File: config.mk
export PLATFORM = sky130hd
export DESIGN_NAME = cod25_display_scan
export DESIGN_NICKNAME = d
export VERILOG_FILES = /design/src/rtl/cod25_display_scan.sv
export SDC_FILE = /design/constraint.sdc
export NUM_CORES = 1
export LEC_CHECK = 0
export CELL_PAD_IN_SITES_DETAIL_PLACEMENT = 1
export CELL_PAD_IN_SITES_GLOBAL_PLACEMENT = 1
export CORE_MARGIN = 3
export CORE_UTILIZATION = 44
export DETAILED_ROUTE_END_ITERATION = 8
export GPL_ROUTABILITY_DRIVEN = 0
export PLACE_DENSITY_LB_ADDON = 0.1
export SLEW_MARGIN = 20
export SYNTH_ARGS = -nofsm -noshare
export SYNTH_HDL_FRONTEND = slang
export SYNTH_SLANG_ARGS = --single-unit
File: constraint.sdc
create_clock -name clk -period 4.7 [get_ports clk]
set_clock_uncertainty 0.15 [all_clocks]
set_input_delay 1.175 -clock clk [delete_from_list [all_inputs] [get_ports clk]]
set_output_delay 1.175 -clock clk [all_outputs]
set_load 0.01 [all_outputs]
File: src/rtl/cod25_display_scan.sv
// Scan controller for a bank of seven-segment digits fed from 2-of-5 coded inputs.
// Lights one digit per slot with an optional all-off blanking gap between slots.
module cod25_display_scan #(
    parameter int unsigned NUM_DIGITS   = 4,
    parameter int unsigned PRESCALE     = 50000,
    parameter int unsigned BLANK_CYCLES = 500
) (
    input  logic                    clk,
    input  logic                    rst_n,
    input  logic                    en,
    input  logic                    load,
    input  logic [5*NUM_DIGITS-1:0] code_in,
    output logic [6:0]              seg,
    output logic [NUM_DIGITS-1:0]   dig_sel,
    output logic [NUM_DIGITS-1:0]   err_flags,
    output logic                    frame_tick
);

    localparam logic [1:0] IDLE  = 2'd0;
    localparam logic [1:0] SHOW  = 2'd1;
    localparam logic [1:0] BLANK = 2'd2;

    localparam int unsigned MAX_CNT = (PRESCALE > BLANK_CYCLES) ? PRESCALE : BLANK_CYCLES;
    localparam int unsigned CW      = $clog2(MAX_CNT + 1);
    localparam int unsigned IW      = (NUM_DIGITS > 1) ? $clog2(NUM_DIGITS) : 1;

    localparam logic [CW-1:0] SHOW_LAST  = CW'(PRESCALE - 1);
    localparam logic [CW-1:0] BLANK_LAST = CW'((BLANK_CYCLES > 0) ? BLANK_CYCLES - 1 : 0);
    localparam logic [IW-1:0] IDX_LAST   = IW'(NUM_DIGITS - 1);

    logic [1:0]              state_q, state_d;
    logic [IW-1:0]           idx_q, idx_d, idx_next;
    logic [CW-1:0]           cnt_q, cnt_d;
    logic [5*NUM_DIGITS-1:0] shadow_q, shadow_d;
    logic [NUM_DIGITS-1:0]   err_q, err_d;
    logic [6:0]              seg_q, seg_d;
    logic [NUM_DIGITS-1:0]   dig_q, dig_d;
    logic                    tick_q, tick_d;

    function automatic logic [6:0] decode(input logic [4:0] code);
        logic [6:0] s;
        case (code)
            5'b11000: s = 7'h3F;
            5'b00011: s = 7'h06;
            5'b00101: s = 7'h5B;
            5'b00110: s = 7'h4F;
            5'b01001: s = 7'h66;
            5'b01010: s = 7'h6D;
            5'b01100: s = 7'h7D;
            5'b10001: s = 7'h07;
            5'b10010: s = 7'h7F;
            5'b10100: s = 7'h6F;
            default:  s = 7'h40;
        endcase
        return s;
    endfunction

    assign idx_next = (idx_q == IDX_LAST) ? '0 : idx_q + 1'b1;

    always_comb begin
        shadow_d = load ? code_in : shadow_q;
        err_d    = err_q;
        if (load) begin
            for (int unsigned i = 0; i < NUM_DIGITS; i++) begin
                err_d[i] = ($countones(code_in[5*i +: 5]) != 2);
            end
        end

        state_d = state_q;
        idx_d   = idx_q;
        cnt_d   = cnt_q;
        tick_d  = 1'b0;

        if (!en) begin
            state_d = IDLE;
            idx_d   = '0;
            cnt_d   = '0;
        end else begin
            case (state_q)
                IDLE: begin
                    state_d = SHOW;
                    idx_d   = '0;
                    cnt_d   = '0;
                    tick_d  = 1'b1;
                end
                SHOW: begin
                    if (cnt_q == SHOW_LAST) begin
                        cnt_d = '0;
                        if (BLANK_CYCLES > 0) begin
                            state_d = BLANK;
                        end else begin
                            idx_d  = idx_next;
                            tick_d = (idx_next == '0);
                        end
                    end else begin
                        cnt_d = cnt_q + 1'b1;
                    end
                end
                BLANK: begin
                    if (cnt_q == BLANK_LAST) begin
                        state_d = SHOW;
                        cnt_d   = '0;
                        idx_d   = idx_next;
                        tick_d  = (idx_next == '0);
                    end else begin
                        cnt_d = cnt_q + 1'b1;
                    end
                end
                default: begin
                    state_d = IDLE;
                    idx_d   = '0;
                    cnt_d   = '0;
                end
            endcase
        end

        // Decode from the next shadow so a load during SHOW is visible one cycle later.
        seg_d = '0;
        dig_d = '0;
        if (state_d == SHOW) begin
            dig_d[idx_d] = 1'b1;
            seg_d        = decode(shadow_d[5*idx_d +: 5]);
        end
    end

    always_ff @(posedge clk or negedge rst_n) begin
        if (!rst_n) begin
            state_q  <= IDLE;
            idx_q    <= '0;
            cnt_q    <= '0;
            shadow_q <= '0;
            err_q    <= '0;
            seg_q    <= '0;
            dig_q    <= '0;
            tick_q   <= 1'b0;
        end else begin
            state_q  <= state_d;
            idx_q    <= idx_d;
            cnt_q    <= cnt_d;
            shadow_q <= shadow_d;
            err_q    <= err_d;
            seg_q    <= seg_d;
            dig_q    <= dig_d;
            tick_q   <= tick_d;
        end
    end

    assign seg        = seg_q;
    assign dig_sel    = dig_q;
    assign err_flags  = err_q;
    assign frame_tick = tick_q;

endmodule

==> results.sh <==
export IMPL_status="complete, no violations"
export IMPL_synth_area_um2=3354
export IMPL_die_area_um2=8708
export IMPL_dp_cells=446
export IMPL_met2_length_um=3528
export IMPL_io_buffers=39
export IMPL_cp_cell_sequence="clkdlybuf4s50_1, and2_1, and4_1, mux2_2, inv_1, nor2_1, nor3_1, o21a_1, inv_1, ha_1, mux2_4, a221oi_2, a211oi_1"
export IMPL_worst_slew_margin_rel_pct=34.84
export IMPL_grt_max_degree=33
export IMPL_synth_top_area_share_pct=41.78
export IMPL_worstPathMaxFanout=5
export IMPL_power_density_nw_per_um2=300.2
export IMPL_cts_root_buf="clkbuf_8"
export IMPL_synth_largest_area_cell="dfrtp_1"
export IMPL_worst_pin_slew_ns=0.9716
export IMPL_holdWs_ns=0.3211
export IMPL_syn_to_final_growth_pct=16.45
export IMPL_p_leak_nw=1.695
export IMPL_io_pins=40
export IMPL_min_to="cnt_q[0]$_DFF_PN0_"
export IMPL_r2r_start="state_q[0]$_DFF_PN0_"
export IMPL_fin_nets=401
export IMPL_critPathRequiredTime_ns=4.71
export IMPL_rrSetupSlack_ns=0.88
export IMPL_cts_resized=0
export IMPL_drtIter0Drc=52
export IMPL_async_flop_share_pct=100.0
export IMPL_clock_sinks=56
export IMPL_synth_seq_cells=56
export IMPL_routed_top_layer="met4"
export IMPL_yosysMostFrequentCell="dfrtp_1"
export IMPL_hold_path_class="flip-flop to flip-flop"
export IMPL_place_ws_ns=0.4944
export IMPL_post_cts_buffers=0
export IMPL_drive_above_1_share_pct=12.75
export IMPL_cts_made_buffers=5
export IMPL_yosysWarnings=0
export IMPL_setup_slack_ns=0.8380
export IMPL_grt_pass1_vias=2557
export IMPL_crit_path_top_delay_cell="clkdlybuf4s50_1"
export IMPL_synth_nets=363
export IMPL_antenna_found_initial=0
export IMPL_dp_hpwl_um=5565
export IMPL_worstPathArrival_ns=3.87
export IMPL_final_util_pct=53.29
export IMPL_synth_seq_area_share_pct=41.78
export IMPL_routed_wl_met3_um=299
export IMPL_cap_violations=0
export IMPL_wl_per_cell_um=16.13
export IMPL_routed_wl_um=7293
export IMPL_ctsLongestPathBuffers=2
export IMPL_dieWidth_um=93.32
export IMPL_cts_htree_levels=2
export IMPL_cts_tree="yes"
export IMPL_initial_core_util_pct=45.76
export IMPL_stdcell_area_um2=3906
export IMPL_dr_pass1_iters=4
export IMPL_synth_edff_count=0
export IMPL_drt_met1_wl_um=3353
export IMPL_instances_no_fill=452
export IMPL_report_final_slew_viol_count=0
export IMPL_core_area_um2=7331
export IMPL_avgSynthCellArea_um2=10.62
export IMPL_rows=31
export IMPL_hold_buffers=0
export IMPL_grt_overflow_total=0
export IMPL_r2r_end="seg[0]$_DFF_PN0_"
export IMPL_worstHoldPathCells=1
export IMPL_p_total_mw=1.172
export IMPL_die_y_um=93.32
export IMPL_period_needed_ns=3.862
export IMPL_path_clk_slew_ns=0.10
export IMPL_grt_setup_unrepaired="no"
export IMPL_worst_setup_path_start_kind="input pin"
export IMPL_seq_area_um2=1401
export IMPL_ys_top_cells_by_area="dfrtp_1, mux2_2, ha_1"
export IMPL_crit_type="input pin to flip-flop"
export IMPL_fillerInstances=797
export IMPL_synth_common_cells="dfrtp_1, inv_1, nor2_1, mux2_2, nand2_1"
export IMPL_finalCritPeriodShare_pct=82.17
export IMPL_syn_inst=316
export IMPL_setup_tns_ns=0
export IMPL_rr_worst_depth=14
export IMPL_final_antenna_net_count=0
export IMPL_antennaDiodeCount=0
export IMPL_setup_violations_final=0
export IMPL_cp_slowest_stage_delay_ns=0.46
export IMPL_fmaxAchievable_mhz=258.9
export IMPL_ys_flop_type="dfrtp_1"
export IMPL_dpl_cell_area_um2=3807
export IMPL_grt_usage_pct=18.27
export IMPL_hold_start="cnt_q[0]$_DFF_PN0_"
export IMPL_post_route_drc_count=0
export IMPL_synth_distinct_cells=62
export IMPL_clk_latency_ns=0.32
export IMPL_hold_viol_final=0
export IMPL_grt_pass1_wl_um=12460
export IMPL_drt_vias_per_instance=5.301
export IMPL_cp_common_cell="inv_1"
export IMPL_end_kind="flip-flop"
export IMPL_multi_input_area_um2=1750
export IMPL_route_vias_total=2396
export IMPL_ir_worst_vdd_v=0.0001843
## layout make-up
cell class	count	area share, %
Multi-Input combinational cell	216	44.81
Inverter	33	3.171
Sequential cell	56	35.87
Clock inverter	1	0.7687
Tap cell	99	3.171
Clock buffer	5	1.762
Timing Repair Buffer	42	10.44
## how the worst max path moves through the flow
| stage | from | to | depth (start not counted) |
|---|---|---|---|
| after global routing | state_q[0]$_DFF_PN0_ | seg[0]$_DFF_PN0_ | 14 |
| after global placement | en | seg[3]$_DFF_PN0_ | 13 |
| after detailed placement | en | seg[0]$_DFF_PN0_ | 13 |
| after floorplan | load | seg[0]$_DFF_PN0_ | 11 |
| after CTS | en | seg[0]$_DFF_PN0_ | 13 |
| final | en | seg[0]$_DFF_PN0_ | 13 |
## placed cells by master (no fill, tap or decap), types with 6 or more instances in the layout
cell type and n:
xor2_1 8, nor2_1 33, fa_1 8, clkdlybuf4s50_1 38, dfrtp_1 56, xnor2_1 6, a21oi_1 10, mux2_2 20
nand3_1 8, ha_1 15, o21a_1 6, nand2_1 19, inv_1 33
## critical path: cells and delay by family
kind	cells	cell delay [ns]
AOI/OAI and AO/OA	3	0.62
muxes	2	0.59
adders and majority gates	1	0.26
buffers and inverters	3	0.61
and+or+nand+nor	4	0.60
## registers in the layout, indices dropped and copies added, names as in the netlist
register	cells
idx_q	2
state_q	2
seg	7
err_flags	4
dig_sel	4
shadow_q	20
cnt_q	16
frame_tick	1
## cell families (layout without fill, tap and decap cells)
| kind of cell | Yosys count | count (layout) | synth area share, % |
|---|---|---|---|
| flops | 56 | 56 | 41.78 |
| simple gates | 98 | 98 | 16.00 |
| fa+ha+maj | 23 | 23 | 10.37 |
| mux | 28 | 28 | 9.996 |
| buf+inv | 44 | 81 | 6.042 |
| xor+xnor | 14 | 14 | 3.655 |
| compound gates | 53 | 53 | 12.16 |
## layer usage
layer  global-route usage (%)  vias up
li1                         -     1168
met1                    24.00     1174
met2                    30.38       45
met3                    3.298        9
met4                    6.227        0
met5                        0        -
## power breakdown
group	total (mW)	switching [mW]	leakage, nW	internal, mW
sequential	0.546	0.0174	0.713	0.529
clock	0.307	0.153	0.0501	0.153
combinational	0.320	0.172	0.931	0.147
No activity file was read; power rests on OpenSTA's default activity.
